$ cat src/rtl/fetch_ctrl.sv
// Y86-64 fetch sequencer and pipeline-control unit. It owns the predicted-PC F register,
// selects the fetch PC, and generates stall/bubble controls through a run/drain/halt FSM.
module fetch_ctrl #(
  parameter int unsigned          PC_W     = 64,
  parameter logic [PC_W-1:0]      RESET_PC = '0
) (
  input  logic            clk_i,
  input  logic            rst_i,
  input  logic            start_i,
  input  logic [PC_W-1:0] f_pred_pc_i,
  input  logic [3:0]      f_stat_i,
  input  logic [3:0]      d_icode_i,
  input  logic [3:0]      d_srcA_i,
  input  logic [3:0]      d_srcB_i,
  input  logic [3:0]      e_icode_i,
  input  logic [3:0]      e_dstM_i,
  input  logic            e_cnd_i,
  input  logic [3:0]      m_icode_i,
  input  logic            m_cnd_i,
  input  logic [PC_W-1:0] m_valA_i,
  input  logic [3:0]      m_stat_i,
  input  logic [3:0]      w_icode_i,
  input  logic [PC_W-1:0] w_valM_i,
  input  logic [3:0]      w_stat_i,
  output logic [PC_W-1:0] f_pc_o,
  output logic [PC_W-1:0] F_pred_pc_o,
  output logic            f_stall_o,
  output logic            d_stall_o,
  output logic            d_bubble_o,
  output logic            e_bubble_o,
  output logic            m_bubble_o,
  output logic            w_stall_o,
  output logic [1:0]      state_o,
  output logic [3:0]      halt_stat_o
);

  localparam logic [3:0] STAT_AOK  = 4'h1;
  localparam logic [3:0] I_JXX     = 4'h7;
  localparam logic [3:0] I_RET     = 4'h9;
  localparam logic [3:0] I_MRMOVQ  = 4'h5;
  localparam logic [3:0] I_POPQ    = 4'hB;
  localparam logic [3:0] REG_NONE  = 4'hF;

  typedef enum logic [1:0] {
    S_IDLE   = 2'd0,
    S_RUN    = 2'd1,
    S_DRAIN  = 2'd2,
    S_HALTED = 2'd3
  } state_t;

  state_t          state_q, state_d;
  logic [PC_W-1:0] f_pred_q, f_pred_d;
  logic [3:0]      halt_stat_q, halt_stat_d;

  logic load_use, ret_pipe, mispredict, exc_m, exc_w, m_mispred, restart;

  // Hazard decode from the pipeline register contents
  always_comb begin
    load_use   = ((e_icode_i == I_MRMOVQ) || (e_icode_i == I_POPQ)) && (e_dstM_i != REG_NONE) &&
                 ((e_dstM_i == d_srcA_i) || (e_dstM_i == d_srcB_i));
    ret_pipe   = (d_icode_i == I_RET) || (e_icode_i == I_RET) || (m_icode_i == I_RET);
    mispredict = (e_icode_i == I_JXX) && !e_cnd_i;
    exc_m      = (m_stat_i != STAT_AOK);
    exc_w      = (w_stat_i != STAT_AOK);
    m_mispred  = (m_icode_i == I_JXX) && !m_cnd_i;
    // A drained halt on a wrong path resumes fetch, unless W is already exceptional
    restart    = (state_q == S_DRAIN) && m_mispred && !exc_w;
  end

  always_comb begin
    if (m_mispred)                f_pc_o = m_valA_i;
    else if (w_icode_i == I_RET)  f_pc_o = w_valM_i;
    else                          f_pc_o = f_pred_q;
  end

  // Next-state, register loads and control outputs
  always_comb begin
    state_d     = state_q;
    f_pred_d    = f_pred_q;
    halt_stat_d = halt_stat_q;
    f_stall_o   = 1'b1;
    d_stall_o   = 1'b0;
    d_bubble_o  = 1'b1;
    e_bubble_o  = 1'b1;
    m_bubble_o  = 1'b1;
    w_stall_o   = 1'b0;

    if (state_q == S_RUN || state_q == S_DRAIN) begin
      f_stall_o  = load_use | ret_pipe;
      d_stall_o  = load_use;
      d_bubble_o = mispredict | (ret_pipe & ~load_use);
      e_bubble_o = mispredict | load_use;
      m_bubble_o = exc_m | exc_w;
      w_stall_o  = exc_w;
      if (state_q == S_DRAIN && !restart) begin
        f_stall_o  = 1'b1;
        d_bubble_o = 1'b1;
      end
    end

    case (state_q)
      S_IDLE: if (start_i) state_d = S_RUN;
      S_RUN: if ((f_stat_i != STAT_AOK) && !f_stall_o && !d_stall_o && !d_bubble_o)
        state_d = S_DRAIN;
      S_DRAIN: begin
        if (exc_w) begin
          state_d     = S_HALTED;
          halt_stat_d = w_stat_i;
        end else if (m_mispred) begin
          state_d = S_RUN;
        end
      end
      S_HALTED: if (start_i) begin
        state_d     = S_RUN;
        halt_stat_d = STAT_AOK;
      end
      default: state_d = S_IDLE;
    endcase

    if ((state_q == S_IDLE || state_q == S_HALTED) && start_i) f_pred_d = RESET_PC;
    else if (!f_stall_o)                                     f_pred_d = f_pred_i_sel();
  end

  function automatic logic [PC_W-1:0] f_pred_i_sel();
    return f_pred_pc_i;
  endfunction

  always_ff @(posedge clk_i or posedge rst_i) begin
    if (rst_i) begin
      state_q     <= S_IDLE;
      f_pred_q    <= RESET_PC;
      halt_stat_q <= STAT_AOK;
    end else begin
      state_q     <= state_d;
      f_pred_q    <= f_pred_d;
      halt_stat_q <= halt_stat_d;
    end
  end

  assign F_pred_pc_o = f_pred_q;
  assign state_o     = 2'(state_q);
  assign halt_stat_o = halt_stat_q;

endmodule

$ cat config.mk
export PLATFORM = sky130hd
export DESIGN_NAME = fetch_ctrl
export DESIGN_NICKNAME = d
export VERILOG_FILES = /design/src/rtl/fetch_ctrl.sv
export SDC_FILE = /design/constraint.sdc
export NUM_CORES = 1
export LEC_CHECK = 0
export CORE_AREA = 8 8 141 143
export CTS_BUF_LIST = sky130_fd_sc_hd__clkbuf_8
export CTS_CLUSTER_SIZE = 8
export DETAILED_ROUTE_END_ITERATION = 7
export DIE_AREA = 0 0 149 151
export GPL_ROUTABILITY_DRIVEN = 0
export GPL_TIMING_DRIVEN = 0
export PLACE_DENSITY = 0.71
export REMOVE_ABC_BUFFERS = 1
export SLEW_MARGIN = 15
export SYNTH_ARGS = -nofsm -noshare
export SYNTH_HDL_FRONTEND = slang
export SYNTH_SLANG_ARGS = --single-unit
$ cat constraint.sdc
create_clock -name clk_i -period 3.62 [get_ports clk_i]
set_input_delay 0.362 -clock clk_i [delete_from_list [all_inputs] [get_ports clk_i]]
set_output_delay 0.362 -clock clk_i [all_outputs]
set_load 0.03 [all_outputs]
* Word-level counts from Yosys, hierarchy flattened
Index checks and enable logic that the tools add are counted. Widths: inputs -> output; s select.
Word-level totals: bits in registers 70, bits in latches 0, RAM bits 0, memory bits (read-only) 0, input port bits 237, output and inout bits 140, logic and storage cells 81, memories 0
Operators by class: add/sub/neg operators 0, multipliers 0, div/mod/pow operators 0, magnitude comparators 0, equal/unequal tests 23, shifts and indexed selects 0, mux-type cells 20, bitwise gates (word level) 6, reductions and logical operators 29
Operator list (number):
- $mux 64 | 4
- $eq 4x4->1 const B | 5
- $eq 4x3->1 const B | 3
- $ne 4x1->1 const B | 3
- $logic_and 1x1->1 | 11
- $eq 4x4->1 | 2
- $mux 1 | 8
- $mux 2 | 4
- $mux 4 | 2
- $pmux 4 s2 | 1
- $logic_not 1->1 | 7
- $logic_or 1x1->1 | 6
- $ne 2x1->1 const B | 3
- $pmux 2 s3 | 1
- $reduce_and 3->1 | 2
- $eq 2x2->1 const B | 2
- $ne 2x2->1 const B | 2
- $ne 4x4->1 const B | 1
- $or 1x1->1 | 4
- $ne 3x3->1 const B | 1
- $eq 2x1->1 const B | 1
- $logic_not 2->1 | 1
- $reduce_bool 2->1 | 1
- $reduce_or 2->1 | 1
- other kinds (2) | 2

* Logic depth before layout (Yosys ltp)
Gate-level depths: netlist of the first run.
depth after elaboration 14, mapped depth 9, depth with buffers taken out 7

* Worst setup path after synthesis of the first run
OpenSTA, ideal clock, no wires.
kind input port to output port, start point input port w_icode_i[1], end point output port f_pc_o[10], arrival 1.887 ns, data required time 3.258 ns, setup slack 1.371 ns, stages on the path 5, path buffers 2, cell sequence nor4bb_1 -> clkbuf_1 -> buf_2 -> mux2i_1 -> a21oi_1
Between the ends: longest elaborated chain between the ends 3
Ends and longest elaborated chain:
- start, declared | RTL line 22 | input logic [3:0] w_icode_i,
- $eq 4x4->1 | RTL line 72 | else if (w_icode_i == I_RET) f_pc_o = w_valM_i;
- $mux 64 | RTL line 72
- $mux 64 | RTL line 71 | if (m_mispred) f_pc_o = m_valA_i;
- end, declared | RTL line 25 | output logic [PC_W-1:0] f_pc_o,
No other way between the ends.

* Worst setup path in the final report of the first run
start point input port e_dstM_i[1], end point output port d_stall_o
Between the ends: longest elaborated chain between the ends 4, elaborated cells on any way between the ends 7, classes of those cells eq/ne (3); mux (1); reduce/logical (3)
Ends and longest elaborated chain:
- start, declared | RTL line 16 | input logic [3:0] e_dstM_i,
- $ne 4x4->1 / $eq 4x4->1 (equally long branches) | RTL line 59, 60
- $logic_and 1x1->1 / $logic_or 1x1->1 (equally long branches) | RTL line 59, 60
- $logic_and 1x1->1 (*) | RTL line 59 | load_use = ((e_icode_i == I_MRMOVQ) || (e_icode_i == I_POPQ)) && (e_dstM_i != REG_NONE) &&
- $mux 1 (*) | RTL line 88 | if (state_q == S_RUN || state_q == S_DRAIN) begin
- end, declared | RTL line 28 | output logic d_stall_o,
Every way passes the cells marked *; elsewhere a longest branch is shown, timed or not.

==> metrics, run 1 <==
Seq pwr share 0.208; Core ar. 17,660 µm²; total global routing overflow 0; max-slew violations 0; maximum level of the CTS H-tree 3; result of the run complete, no violations; post-synth design cell area between 5000 and 6000 µm²; ANT cells 0; clock slew at the register clock pins of the worst setup and hold paths 80 ps; ranking of synthesized cells by area dfrtp_1 33%, mux2i_1 13%, a221o_1 12%; Setup crit end kind output pin; switching portion of total power 0.4754; share of power burned in the clock network 0.082; share of final-layout standard cells stronger than drive strength 1 0.05371; total wire length after detailed routing 23,080 µm; Pint 0.003764 W; Yosys Warn Count 0; vias in the first global route about 6k; area of the die between 20,000 and 25,000 µm²; vertical extent of the die roughly 150 µm; Avg Vias per Cell around 5; cell class contributing the biggest share of worst-path delay buffers and inverters; antenna-violating nets left 0; initial cell density of the core 0.3007; Distinct cells, synth 49; floorplan die width 149 µm; initial antenna violation count 2; crit-path cells clkdlybuf4s50_1 > xor2_1 > nor4_1 > o2111ai_4 > buf_16 > nor2_1 > clkdlybuf4s50_1; post-route clock period utilization 0.9483; Clock Tree Buf Depth 2; first-pass GRT wire length between 30,000 and 40,000 µm; average instance area after synthesis between 9 and 10 µm²; cell with the most instances on the worst path clkdlybuf4s50_1; count of maximum capacitance violations 0; Resized Gates After CTS 0; post-synthesis sequential area ratio 0.3301; Yosys top cell by area dfrtp_1; Rows 49; Top-Level Pins ~380; unrepaired setup endpoints after global routing no; slowest cell on the critical path clkdlybuf4s50_1; Final Critical Period ~3400 ps; Cells after Synth about 580; minimum hold slack around 390 ps; GR Util All Layers 0.1965; Required @ worst endpoint roughly 3300 ps; worst setup slack after placement -220.6 ps; wire per inst slightly below 20 µm; clock sink count 70; Final Worst Setup Slack ~190 ps; peak supply drop around 0.45 mV; logic gate share of total power 0.709; standby leakage power approximately 3.6 nW; input/output buffers roughly 380; Achievable Freq between 200 and 300 MHz; CTS buffer count 9; Final Hold Vio Count 0; NumNets Final 1,168; Area growth, synth to finish 77.64%; type of the most critical hold path in2async; buffers plus inverters on the worst setup path 3; CTS root buf clkbuf_8; count of unresolved DRC violations after routing 0; CTS tree done; hpwl dp 18,070 µm; Final setup viols 0; DRC violation total after the first TritonRoute iteration ~280; Clk Latency, worst-skew pair roughly 350 ps; First-pass DRT Iterations 5; delay of the slowest cell on the worst path 690 ps; #FFs+latches synth 70; net switching component of the power ~0.0034 W; top cell type's share of synthesized area 0.3252; setup clock skew after layout roughly 11 ps; pin count of the biggest net entering global routing 69; startpoint class of the critical path primary input; total via count in the routed design between 5k and 6k; data arrival at the endpoint of the critical path just over 3000 ps; largest fanout on the critical path 27; headroom to the max-slew limit 0.4926; worst-margin pin slew ~760 ps; critical path class in2out; power per standard cell area 760.8 nW/µm²
[flip-flops by register name (all words and copies together), names as in the netlist]
register     cells
F_pred_pc_o     64
halt_stat_o      4
state_o          2
[power groups by stage]
| stage | combinational, W | clock [W] | sequential, W |
|---|---|---|---|
| after floorplan | 0.00228 | 0 | 0.00200 |
| after global placement | 0.00487 | 0 | 0.00150 |
| after detailed placement | 0.00513 | 0 | 0.00150 |
| after CTS | 0.00515 | 0.000617 | 0.00150 |
| after global routing | 0.00541 | 0.000646 | 0.00155 |
| final | 0.00509 | 0.000592 | 0.00149 |
[placed cells by master, fill, tap and decap left out, types with 2 or more instances in the layout]
master	n
a21oi_1	127
a221o_1	64
and4bb_2	2
buf_12	4
buf_16	4
buf_4	3
buf_6	7
buf_8	2
clkbuf_8	12
clkdlybuf4s50_1	376
dfrtp_1	69
ha_1	2
inv_1	8
mux2i_1	68
nand2_1	6
nand2b_1	62
nor2_1	66
nor4_1	2
o21ai_0	5
o31ai_1	2
xor2_1	8
[metrics by stage]
| stage | cells | setup TNS [ps] | instance area (µm²) | total power, W | util |
|---|---|---|---|---|---|
| floorplan | 521 | -497610 | 4840 | 0.004285 | - |
| global placement | 1126 | -961720 | 8890 | 0.006370 | 0.5035 |
| detailed placement | 1143 | -1611 | 9236 | 0.006632 | 0.5231 |
| CTS | 1160 | 0 | 9433 | 0.007264 | 0.5342 |
| global route | 1160 | 0 | 9433 | 0.007602 | 0.5342 |
| finish | 1160 | 0 | 9433 | 0.007176 | 0.5342 |
[path summary, 6_finish.rpt]
path                                                  from                    endpoint  slack (ps)  depth (start not counted)
max in group asynchronous                            rst_i  halt_stat_o[0]$_DFFE_PP1P_        2620                          3
worst min-delay path                                 rst_i  F_pred_pc_o[0]$_DFFE_PP0P_         390                          2
worst min register to register  halt_stat_o[3]$_DFFE_PP0P_  halt_stat_o[3]$_DFFE_PP0P_         490                          1
worst max register to register      state_o[0]$_DFFE_PP0P_      state_o[1]$_DFFE_PP0P_        1150                          9
worst max-delay path                           e_dstM_i[1]                   d_stall_o         190                          7
min in group clk_i              halt_stat_o[3]$_DFFE_PP0P_  halt_stat_o[3]$_DFFE_PP0P_         490                          1
[cells in the mapped netlist, drive strengths merged]
cell type / n
a22oi: 1
inv: 8
nor2: 67
o41ai: 1
nand4: 1
a221o: 64
o21bai: 1
nor3: 2
xor2: 8
and2: 1
nor4b: 1
o211ai: 1
or2: 1
dfrtp: 69
a311o: 1
bufbuf: 1
o21ai: 5
a32o: 1
or4b: 2
nor4bb: 2
buf: 28
clkbuf: 28
nand2b: 62
o31a: 1
dfstp: 1
o2111a: 1
and4bb: 2
nor4: 2
nand2: 7
o31ai: 3
mux2i: 68
o2111ai: 1
o211a: 1
or2b: 2
nand4b: 1
a21oi: 127
or3: 1
nand3b: 1
ha: 3
[cell families after synthesis]
| family | after synthesis | synth area share |
|---|---|---|
| and+or+nand+nor | 155 | 0.1583 |
| xor gates and xnor gates | 8 | 0.01320 |
| buffers and inverters | 65 | 0.09425 |
| adders and majority gates | 3 | 0.007070 |
| muxes | 68 | 0.1282 |
| DFF | 70 | 0.3301 |
| AOI/OAI and AO/OA | 209 | 0.2689 |
[what timing repair did]
item | CTS | global route
hold buffers | 0 | 0
setup endpoints to repair | 12 | 0
setup buffers | 3 | 0
[area by class of cell]
type                       instances  area [µm²]
clock buffer                      12       165.2
multi-input combinational        443        3102
inverter                           8       32.53
timing repair buffer             396        4085
tap                              229       286.5
fill                            1606        8224
sequential                        70        1753
clock inverter                     2       8.758
[layer usage]
metal	GRT usage	share of wire	wire length, µm	vias to the layer above
met5	0	0.00087	20	-
met3	0.06244	0.085	1958	25
met4	0.05704	0.017	396	4
met2	0.3398	0.50	11640	226
met1	0.2288	0.39	9065	2808
li1	-	-	-	2838
No activity file was read; power rests on OpenSTA's default activity.
==> run 2, diff against run 1 <==
--- a/config.mk
+++ b/config.mk
@@ -5,14 +5,14 @@
 export SDC_FILE = /design/constraint.sdc
 export NUM_CORES = 1
 export LEC_CHECK = 0
-export CORE_AREA = 8 8 141 143
+export CORE_AREA = 8 8 138 140
 export CTS_BUF_LIST = sky130_fd_sc_hd__clkbuf_8
 export CTS_CLUSTER_SIZE = 8
 export DETAILED_ROUTE_END_ITERATION = 7
-export DIE_AREA = 0 0 149 151
+export DIE_AREA = 0 0 146 148
 export GPL_ROUTABILITY_DRIVEN = 0
 export GPL_TIMING_DRIVEN = 0
-export PLACE_DENSITY = 0.71
+export PLACE_DENSITY = 0.74
 export REMOVE_ABC_BUFFERS = 1
 export SLEW_MARGIN = 15
 export SYNTH_ARGS = -nofsm -noshare
==> constraint.sdc (replaced) <==
create_clock -name clk_i -period 3.2 [get_ports clk_i]
set_input_delay 0.32 -clock clk_i [delete_from_list [all_inputs] [get_ports clk_i]]
set_output_delay 0.32 -clock clk_i [all_outputs]
set_load 0.03 [all_outputs]
==> run 2 against run 1 <==
  * Sequential power up 15%
  * Non-clock buffer count up 1
  * Flip-flop and latch count unchanged
  * Routed wire length up 2.2%
  * Critical endpoint is now f_pc_o[24]
==> metrics, run 2 (synthesized netlist as in run 1, its figures left out) <==
cell area after placement 9219 µm² (-0.19%); vias in the first global route 6,227 (+3.6%); hpwl dp 17,870 µm (-1.1%); antenna-violating nets left 0 (unchanged); max-slew violations 0 (unchanged); ANT cells 0 (unchanged); setup clock skew after layout 5.350 ps (-6.053 ps); source of the worst register-to-register timing path state_o[0]$_DFFE_PP0P_; Required @ worst endpoint 2880 ps (-380 ps); pin count of the biggest net entering global routing 67 (-2.9%); Top-Level Pins 377 (unchanged); Setup crit end kind output pin; first-pass GRT wire length 35,850 µm (+2.8%); initial cell density of the core 0.3135 (+0.01280); input/output buffers 376 (unchanged); most frequent cells in the layout 357 x clkdlybuf4s50_1, 127 x a21oi_1, 69 x dfrtp_1, 68 x mux2i_1, 66 x nor2_1; unrepaired setup endpoints after global routing yes; Core ar. 16,940 µm² (-4.1%); total wire length after detailed routing 23,580 µm (+2.2%); maximum level of the CTS H-tree 3 (unchanged); First-pass DRT Iterations 4 (-1); worst setup path endpoint f_pc_o[24]; Clock Tree Buf Depth 2 (unchanged); standby leakage power 3.849 nW (+6.8%); data arrival at the endpoint of the critical path 2770 ps (-300 ps); Hold Buf Count CTS 0 (unchanged); post-route clock period utilization 0.9653; total via count in the routed design 5,974 (+1.2%); startpoint class of the critical path primary input; sequential standard cell area 1753 µm² (unchanged); clock slew at the register clock pins of the worst setup and hold paths 80 ps (about the same); critical path startpoint m_icode_i[1]; wire per inst 20.31 µm (+2.1%); Avg Vias per Cell 5.146 (+1.1%); critical path class in2out; count of maximum capacitance violations 0 (unchanged); vertical extent of the die 148 µm (-2.0%); area of the die 21,610 µm² (-4.0%); Clk Latency, worst-skew pair 350 ps (about the same); floorplan die width 146 µm (-2.0%); worst-margin pin slew 751.0 ps (-10.09 ps); result of the run complete, no violations; largest fanout on the critical path 66 (+140%); Final Hold Vio Count 0 (unchanged); Final setup viols 0 (unchanged); crit-path cells clkdlybuf4s50_1 > nand4b_1 > or2_4 > buf_16 > a21oi_1 > clkdlybuf4s50_1; initial antenna violation count 0 (-2); minimum hold slack 330.5 ps (-62.75 ps); slowest cell on the critical path clkdlybuf4s50_1; share of final-layout standard cells stronger than drive strength 1 0.06090 (+0.007192); fill cell count 1,511 (-5.9%); capture instance of the worst register-to-register path F_pred_pc_o[57]$_DFFE_PP0P_; GR Util All Layers 0.2082 (+0.01167); flip-flop count of the largest register, all copies and words added 64 (unchanged); power per standard cell area 862.7 nW/µm² (+13%); Final Critical Period 3089 ps; Area growth, synth to finish 80.30%; CTS buffer count 9 (unchanged); DRC violation total after the first TritonRoute iteration 281 (+1.1%); Achievable Freq approximately 320 MHz; minimum setup slack among reg-to-reg paths 950 ps (-200 ps); footprint of the multi-input gates 3157 µm² (+1.8%); type of the most critical hold path in2async; leading cell type in the layout, fill and taps excluded clkdlybuf4s50_1; peak supply drop 0.4804 mV (+7.0%); CTS root buf clkbuf_8; NumNets Final 1,171 (+0.26%); Rows 48 (-2.0%); headroom to the max-slew limit 0.4993 (+0.006725); total global routing overflow 0 (unchanged); count of unresolved DRC violations after routing 0 (unchanged); Post-Layout Inst Area 9574 µm² (+1.5%); Worst Reg-to-Reg Cells 8 (-1); cell with the most instances on the worst path clkdlybuf4s50_1; clock sink count 70 (unchanged); CTS tree done; delay of the slowest cell on the worst path 690 ps (about the same)
[run 2: cell count changes in the layout (fill, tap and decap cells not counted)]
| cell | previous run | this run |
|---|---|---|
| buf_16 | 4 | 3 |
| buf_4 | 3 | 4 |
| buf_8 | 2 | 3 |
| bufinv_16 | 0 | 2 |
| clkdlybuf4s50_1 | 376 | 357 |
| dlygate4sd2_1 | 0 | 3 |
| dlymetal6s2s_1 | 0 | 16 |
| ha_2 | 1 | 0 |
| ha_4 | 0 | 1 |
| nor4_1 | 2 | 0 |
| nor4_4 | 0 | 2 |
| or2_2 | 0 | 1 |
| or2_4 | 1 | 2 |
[run 2: worst min-delay path by stage]
stage                                     from                     endpoint  slack [ps]  depth (start not counted)
global route                             rst_i  F_pred_pc_o[41]$_DFFE_PP0P_         380                          2
detailed placement  halt_stat_o[0]$_DFFE_PP1P_   halt_stat_o[0]$_DFFE_PP1P_         500                          2
finish                                   rst_i  F_pred_pc_o[41]$_DFFE_PP0P_         330                          2
global placement    halt_stat_o[0]$_DFFE_PP1P_   halt_stat_o[0]$_DFFE_PP1P_         480                          2
CTS                                      rst_i  F_pred_pc_o[29]$_DFFE_PP0P_         330                          2
floorplan                      f_pred_pc_i[63]  F_pred_pc_o[63]$_DFFE_PP0P_         460                          1
[run 2: per-stage QoR]
step	TNS [ps]	util	cells	setup slack [ps]	total power (W)
after floorplan	-547730	-	521	-7453	0.004847
after global placement	-999060	0.5246	1122	-12670	0.007199
after detailed placement	-11430	0.5443	1139	-593.9	0.007449
after CTS	0	0.5610	1158	17.05	0.008359
after global routing	0	0.5653	1161	16.90	0.008752
final	0	0.5653	1161	111.2	0.008260
[run 2: metal layers]
metal	vias up	GRT usage	routed length, µm
met5	-	0	0
met4	0	0.06749	416
met3	26	0.07215	1904
met2	257	0.3549	11420
met1	2841	0.2407	9842
li1	2850	-	-
[run 2: area by class of cell]
type,instances,area share
Clock buffer,12,0.01725
Multi-Input combinational cell,445,0.3297
Clock inverter,4,0.007188
Sequential cell,70,0.1831
Tap cell,225,0.02940
Inverter,8,0.003398
Timing Repair Buffer,397,0.4300
[run 2: worst max-delay path, delay by kind of cell]
kind	cells	cell delay, ps
compound gates	1	180
simple gates	2	830
buf+inv	3	1400
[run 2: what timing repair did]
action,CTS,global route
cloned,1,1
resized for setup,7,18
setup endpoints to repair,45,39
pin swaps,3,2
endpoints found under the hold margin,0,0
buffers inserted,2,2
[run 2: power by group]
part / switching, W / total, W / internal, W
Clock: 0.000358 / 0.000858 / 0.000500
Combinational: 0.00307 / 0.00569 / 0.00262
Sequential: 0.000449 / 0.00171 / 0.00126
